==> src/rtl/dmem_access_unit.sv <==
// Data-memory access stage: validates alignment, builds byte enables and lane-replicated
// store data, runs a req/gnt/rvalid handshake and returns the raw word to the load unit.
module dmem_access_unit #(
  parameter int ADDR_WIDTH     = 12,
  parameter int TIMEOUT_CYCLES = 64
) (
  input  logic                  i_clk,
  input  logic                  i_rst_n,
  input  logic                  i_req_valid,
  output logic                  o_req_ready,
  input  logic                  i_req_load,
  input  logic                  i_req_store,
  input  logic [31:0]           i_req_addr,
  input  logic [2:0]            i_req_funct3,
  input  logic [31:0]           i_req_wdata,
  output logic                  o_mem_req,
  output logic                  o_mem_we,
  output logic [ADDR_WIDTH-1:0] o_mem_addr,
  output logic [3:0]            o_mem_be,
  output logic [31:0]           o_mem_wdata,
  input  logic                  i_mem_gnt,
  input  logic                  i_mem_rvalid,
  input  logic [31:0]           i_mem_rdata,
  output logic                  o_rsp_valid,
  input  logic                  i_rsp_ready,
  output logic                  o_rsp_load,
  output logic [1:0]            o_rsp_addr,
  output logic [2:0]            o_rsp_funct3,
  output logic [31:0]           o_rsp_rdata,
  output logic                  o_rsp_err
);

  localparam int CNT_W = (TIMEOUT_CYCLES > 1) ? $clog2(TIMEOUT_CYCLES) : 1;
  localparam int TMAX  = (TIMEOUT_CYCLES > 0) ? TIMEOUT_CYCLES - 1 : 0;

  typedef enum logic [1:0] {IDLE, REQ, WAIT, RSP} state_e;

  state_e                state_q;
  logic [ADDR_WIDTH-1:0] wordAddr_q;
  logic [1:0]            offset_q;
  logic [2:0]            funct3_q;
  logic                  load_q;
  logic                  we_q;
  logic [3:0]            be_q;
  logic [31:0]           wdata_q;
  logic [31:0]           rdata_q;
  logic                  err_q;
  logic [CNT_W-1:0]      cnt_q;

  logic       misaligned;
  logic       timeoutHit;
  logic [3:0] beNext;
  logic [31:0] wdataNext;
  logic       unusedAddrBits;

  assign unusedAddrBits = ^i_req_addr[31:ADDR_WIDTH+2];

  // funct3[1:0] encodes access size for both loads and stores; size 2'b11 is treated as word
  always_comb begin
    beNext     = 4'b1111;
    wdataNext  = i_req_wdata;
    misaligned = 1'b0;
    case (i_req_funct3[1:0])
      2'b00: begin
        beNext    = 4'b0001 << i_req_addr[1:0];
        wdataNext = {4{i_req_wdata[7:0]}};
      end
      2'b01: begin
        beNext     = 4'b0011 << i_req_addr[1:0];
        wdataNext  = {2{i_req_wdata[15:0]}};
        misaligned = i_req_addr[0];
      end
      default: misaligned = (i_req_addr[1:0] != 2'b00);
    endcase
  end

  assign timeoutHit = (TIMEOUT_CYCLES > 0) && (cnt_q == CNT_W'(TMAX));

  always_ff @(posedge i_clk or negedge i_rst_n) begin
    if (!i_rst_n) begin
      state_q    <= IDLE;
      wordAddr_q <= '0;
      offset_q   <= '0;
      funct3_q   <= '0;
      load_q     <= 1'b0;
      we_q       <= 1'b0;
      be_q       <= '0;
      wdata_q    <= '0;
      rdata_q    <= '0;
      err_q      <= 1'b0;
      cnt_q      <= '0;
    end else begin
      case (state_q)
        IDLE: begin
          if (i_req_valid) begin
            wordAddr_q <= i_req_addr[ADDR_WIDTH+1:2];
            offset_q   <= i_req_addr[1:0];
            funct3_q   <= i_req_funct3;
            load_q     <= i_req_load;
            we_q       <= i_req_store;
            be_q       <= i_req_store ? beNext : 4'b0000;
            wdata_q    <= i_req_store ? wdataNext : 32'h0;
            rdata_q    <= '0;
            cnt_q      <= '0;
            if ((i_req_load && i_req_store) ||
                ((i_req_load || i_req_store) && misaligned)) begin
              err_q   <= 1'b1;
              state_q <= RSP;
            end else if (!i_req_load && !i_req_store) begin
              err_q   <= 1'b0;
              state_q <= RSP;
            end else begin
              err_q   <= 1'b0;
              state_q <= REQ;
            end
          end
        end
        // A load granted on the final budget cycle cannot return in time, so it times out
        REQ: begin
          if (i_mem_gnt && we_q) begin
            state_q <= RSP;
          end else if (timeoutHit) begin
            err_q   <= 1'b1;
            state_q <= RSP;
          end else begin
            cnt_q <= cnt_q + 1'b1;
            if (i_mem_gnt) state_q <= WAIT;
          end
        end
        WAIT: begin
          if (i_mem_rvalid) begin
            rdata_q <= i_mem_rdata;
            state_q <= RSP;
          end else if (timeoutHit) begin
            err_q   <= 1'b1;
            state_q <= RSP;
          end else begin
            cnt_q <= cnt_q + 1'b1;
          end
        end
        RSP: begin
          if (i_rsp_ready) state_q <= IDLE;
        end
        default: state_q <= IDLE;
      endcase
    end
  end

  assign o_req_ready  = (state_q == IDLE);
  assign o_mem_req    = (state_q == REQ);
  assign o_mem_we     = o_mem_req & we_q;
  assign o_mem_addr   = o_mem_req ? wordAddr_q : '0;
  assign o_mem_be     = o_mem_req ? be_q : 4'b0000;
  assign o_mem_wdata  = o_mem_req ? wdata_q : 32'h0;
  assign o_rsp_valid  = (state_q == RSP);
  assign o_rsp_load   = o_rsp_valid & load_q;
  assign o_rsp_addr   = o_rsp_valid ? offset_q : 2'b00;
  assign o_rsp_funct3 = o_rsp_valid ? funct3_q : 3'b000;
  assign o_rsp_rdata  = o_rsp_valid ? rdata_q : 32'h0;
  assign o_rsp_err    = o_rsp_valid & err_q;

endmodule

==> config.mk <==
export PLATFORM = sky130hd
export DESIGN_NAME = dmem_access_unit
export DESIGN_NICKNAME = d
export VERILOG_FILES = /design/src/rtl/dmem_access_unit.sv
export SDC_FILE = /design/constraint.sdc
export NUM_CORES = 1
export LEC_CHECK = 0
export BUFFER_PORTS_ARGS = -buffer_cell sky130_fd_sc_hd__buf_2
export CAP_MARGIN = 10
export CORE_ASPECT_RATIO = 1.4
export CORE_MARGIN = 2
export CORE_UTILIZATION = 45
export CTS_CLUSTER_SIZE = 28
export DETAILED_ROUTE_END_ITERATION = 7
export PLACE_DENSITY = 0.75
export SETUP_SLACK_MARGIN = 0.05
export SLEW_MARGIN = 15
export SYNTH_ARGS = -nofsm -noshare
export SYNTH_HDL_FRONTEND = slang
export SYNTH_SLANG_ARGS = --single-unit
==> constraint.sdc <==
create_clock -name i_clk -period 2.8 [get_ports i_clk]
set_input_delay 0.28 -clock i_clk [delete_from_list [all_inputs] [get_ports i_clk]]
set_output_delay 0.28 -clock i_clk [all_outputs]
set_load 0.03 [all_outputs]
# After elaboration in Yosys (flattened, before gate mapping)
# Cells that the tools add are included.
[word_totals]
register_bits = 96
in_bits = 107
out_inout_bits = 91
elab_cells = 81
[classes]
addsub = 1
eq_ne = 12
shifts = 2
mux = 35
bitwise_logic = 3
n_reduce_logical = 17
[op_table]
columns = ["operator", "n"]
rows = [
  ["$mux 32", 5],
  ["$pmux 32 s2", 2],
  ["$mux 6", 4],
  ["$mux 2", 10],
  ["$pmux 6 s3", 1],
  ["$mux 12", 1],
  ["$mux 4", 2],
  ["$ne 2x2->1 const B", 4],
  ["$pmux 2 s4", 1],
  ["$pmux 4 s2", 1],
  ["$reduce_and 4->1", 2],
  ["$add 6x1->6 const B", 1],
  ["$eq 6x6->1 const B", 1],
  ["$mux 1", 5],
  ["$eq 2x1->1 const B", 2],
  ["$eq 2x2->1 const B", 2],
  ["$logic_and 1x1->1", 4],
  ["$logic_not 2->1", 2],
  ["$ne 4x1->1 const B", 1],
  ["$reduce_bool 2->1", 2],
  ["$shl 1x2->4 const A", 1],
  ["$shl 2x2->4 const A", 1],
  ["$and 1x1->1", 3],
  ["$mux 3", 1],
  ["9 further kinds", 11],
]

# Longest topological paths before layout
[logic_depth]
word_depth = 7
ltp_mapped = 9
mapped_depth_nobuf = 6

# Worst setup path before layout
# Ideal clock, no wire load.
[synth_path]
path_type = "register to register"
startpoint = "register state_q[0]"
endpoint = "register rdata_q[10]"
setup_time_ns = 0.117
t_arrival_ns = 1.790
t_required_ns = 2.683
slack_ns = 0.893
stages_incl_launch_ff = 9
path_buffers = 2
period_less_slack_ns = 1.907
path_cell_list = "dfrtp_1 inv_1 ha_1 nor2_1 or3_1 buf_2 buf_6 nand2_1 nand2_1"
[synth_between]
elab_chain_len = 3
word_cells_on_any_way = 7
classes_between = "eq/ne: 3; mux: 1; reduce/logical: 3"
[synth_lines]
columns = ["item", "line", "text"]
rows = [
  ["from (decl)", "38", "state_e state_q;"],
  ["from (signal assigned)", "81", "state_q <= IDLE;"],
  ["from (signal assigned)", "108", "state_q <= RSP;"],
  ["from (signal assigned)", "111", "state_q <= RSP;"],
  ["$logic_not 2->1 (*)", "-", ""],
  ["net o_req_ready", "10", "output logic o_req_ready,"],
  ["$ne 2x2->1 (no line) / $reduce_bool 2->1 (equally long branches)", "-", ""],
  ["$reduce_and 3->1 (no line)", "-", ""],
  ["to (signal assigned)", "132", "rdata_q <= i_mem_rdata;"],
  ["to (decl)", "46", "logic [31:0] rdata_q;"],
]
# The timed path passes the listed nets; every way through them passes the cells marked *.
# A chain may end at the register's enable or synchronous reset.

# Worst setup path in the final report
[layout_path]
startpoint = "register state_q[0]"
endpoint = "register rdata_q[2]"
[layout_between]
elab_chain_len = 3
word_cells_on_any_way = 7
classes_between = "eq/ne: 3; mux: 1; reduce/logical: 3"
[layout_lines]
columns = ["item", "line", "text"]
rows = [
  ["$eq 2x2->1 / $logic_not 2->1 (equally long branches)", "93", "case (state_q)"],
  ["$ne 2x2->1 (no line) / $reduce_bool 2->1 (equally long branches)", "-", ""],
  ["$reduce_and 3->1 (no line)", "-", ""],
]
# Several ways; a longest one is shown, not always the timed one.

==> qor.yml <==
die:
  die-area_sq_um: 11700
  ios: 198
  die_w_um: 91.9
  core_area_sq_um: 10500
  die_h_um: 127
  core.rowCount: 44
  initial_core_util_pct: 46.5
cells_and_area:
  multi_input_area_sq_um: 2290
  fin_util_pct: 58.7
  drive_gt1_share_pct: 33.6
  fillers: 959
  antennaDiodeCount: 0
  layoutNonFillerInstCount: 829
  regArea_sq_um: 2400
  finalNetCount: 800
  area_delta_synth_final_pct: 26.4
synthesis:
  yosys.area.top_type: "dfrtp_1"
  synth_seq_area_share_pct: 49.4
  synth_area_sq_um: 4860
  async_flop_share_pct: 100
  synth_seq_cells: 96
  syn_inst: 522
  synth_top_area_share_pct: 49.4
  ys.flop_type: "dfrtp_1"
  yosys_warnings: 0
  synth_fp_nets: 636
  yosysUniqueCellTypes: 30
  syn_area_per_cell_sq_um: 9.31
  synth_area_leaders: "dfrtp_1 (49%), and2_1 (12%), nand2_1 (8.3%)"
  synth_edf_count: 0
global_routing:
  grt_usage_pct: 20.6
  antenna_found_initial: 1
  grt_max_degree: 52
  overflow: 0
  grt_pass1_wl_um: 19400
  first_global_vias: 4065
timing:
  period_share_pct: 85.6
  tightest_slew_ns: 1.14
  finalSetupTns_ns: 0
  rsz0062_at_grt: "no"
  hold_viol_final: 0
  maxSlewViolCount: 0
  clock_skew_ns: 0.00839
  relSlewSlack_pct: 23.9
  fmax_ghz: 0.417
  final-setup-viol-count: 0
  worst_slack_ns: 0.402
  post-route-min-period_ns: 2.40
route:
  wl_um: 11800
  wl_per_cell_um: 14.2
  antenna_left: 0
  avgViaCountPerCell: 5.07
  drc: 0
  drt_first_pass_iters: 4
  drt_iter0_markers: 148
  num_vias: 4207
worst_setup_path:
  critPathBufInv: 1
  reg2reg_depth: 6
  timing.critical_path.mode_cell: "nand2_1"
  critPathTopFamily: "simple AND/OR/NAND/NOR gates"
  crit_cells: 6
  cp_max_fo: 32
  critical_path_required_ns: 3.07
  crit_path_max_incr_delay_ns: 0.86
  critPathCaptureType: "register"
  critical_path_class: "reg2reg"
  critical_path.slowest_cell: "or3_1"
  crit_chain: "inv_1 > ha_1 > nor2b_1 > or3_1 > nand2_1 > nand2_1"
  worstPathArrival_ns: 2.67
  critPathLaunchType: "register"
clock_network:
  clock_path_buffers: 2
  cts_hold_buffers: 1
  post_cts_buffers: 0
  cts_root_buffer: "clkbuf_16"
  clkTransAtPathRegs_ns: 0.07
  htree_levels: 3
  cts_resized: 0
  insertion_delay_ns: 0.35
  cts_num_sinks: 96
  cts_tree: "yes"
  cts_buffers: 9
power:
  power_frac_comb_pct: 45.9
  cellLeakagePower_nw: 3.34
  seqPwrFrac_pct: 35.4
  p_per_area_nw_per_um2: 1060
  power_mw: 6.49
  power.switching_mw: 2.85
  intPower_mw: 3.64
  p_sw_share_pct: 43.9
  power_frac_clock_pct: 18.7
  peakVddDrop_v: 0.000490
flow_run:
  maxCapViolCount: 0
placement:
  dp_slack_ns: 0.411
  numPortBuffers: 179
  globalplace.congestion: 0.752
  dp_cells: 812
  hpwl_um: 8670
worst_hold_path:
  hp-class: "in2reg"
  hold_depth: 3
outcome:
  outcome: "finished clean"
cell families after synthesis:
| group | after synthesis | share of synthesized area (%) |
|---|---|---|
| compound gates | 67 | 7.80 |
| xor+xnor | 1 | 0.180 |
| fa+ha+maj | 7 | 1.80 |
| buf+inv | 37 | 3.73 |
| flops | 96 | 49.4 |
| mux | 36 | 8.08 |
| simple gates | 278 | 29.0 |
cell usage after synthesis, drive strengths merged (2+ instances only):
cell type	count
a31oi	3
nand3	41
buf	14
nand2b	2
inv	3
nor2	6
dfrtp	96
and3	2
a21oi	10
mux2i	10
or2	2
nor2b	20
mux2	26
and2	90
clkbuf	20
nand2	108
o21ai	42
ha	7
nand4	3
a22o	8
o22ai	2
power by group through the flow:
stage               sequential (mW)  clock (mW)  combinational (mW)
finish                         2.30        1.22                2.98
global route                   2.38        1.31                3.30
CTS                            2.29        1.25                3.02
detailed placement             2.32           0                3.02
global placement               2.28           0                2.93
floorplan                      2.22           0                2.34
final timing paths:
kind | startpoint | to | slack (ns)
max | state_q[0]$_DFFE_PN0P_ | rdata_q[2]$_DFFE_PN0P_ | 0.40
min | i_mem_rdata[27] | rdata_q[27]$_DFFE_PN0P_ | 0.15
max reg2reg | state_q[0]$_DFFE_PN0P_ | rdata_q[2]$_DFFE_PN0P_ | 0.40
min reg2reg | rdata_q[13]$_DFFE_PN0P_ | rdata_q[13]$_DFFE_PN0P_ | 0.46
max in group asynchronous | i_rst_n | funct3_q[1]$_DFFE_PN0P_ | 1.63
min in group asynchronous | i_rst_n | rdata_q[8]$_DFFE_PN0P_ | 0.48
per-stage QoR:
step | hold slack, ns | area [sq um]
after floorplan | -0.0156 | 4860
final | 0.147 | 6140
after detailed placement | 0.330 | 5840
after global routing | 0.144 | 6140
after global placement | 0.314 | 5840
after CTS | 0.135 | 6140
area by class of cell:
| type | count | share of cell area [%] |
|---|---|---|
| sequential | 96 | 39.1 |
| multi-input combinational | 389 | 37.2 |
| timing repair buffer | 187 | 15.8 |
| clock buffer | 10 | 3.89 |
| tap | 138 | 2.81 |
| clock inverter | 6 | 0.937 |
| inverter | 3 | 0.183 |
state kept, by name, summed over array words and instances (netlist names):
signal	cells
be_q	4
cnt_q	6
err_q	1
funct3_q	3
load_q	1
offset_q	2
rdata_q	32
state_q	2
wdata_q	32
we_q	1
wordAddr_q	12
layout by cell type (no fill, tap or decap), types with 9 or more instances in the layout:
cell type and n:
nand3_1 41, and2_1 90, nor2b_1 20, dfrtp_1 96
clkbuf_16 9, nand2_1 107, buf_2 178, mux2_2 26
a21oi_1 10, o21ai_0 29, o21ai_1 13, mux2i_1 10
per-layer routing:
metal	global-route usage, %	up-vias	part of all wire [%]
met4	7.20	2	1.4
li1	-	2055	-
met5	0	-	0.042
met1	25.7	1981	42
met3	6.72	14	7.9
met2	33.9	155	49
worst min-delay path: cells and delay by family:
family                 cells  cell delay, ns
buffers and inverters      1            0.08
AND/OR/NAND/NOR            2            0.11
(Power assumes the default switching activity.)
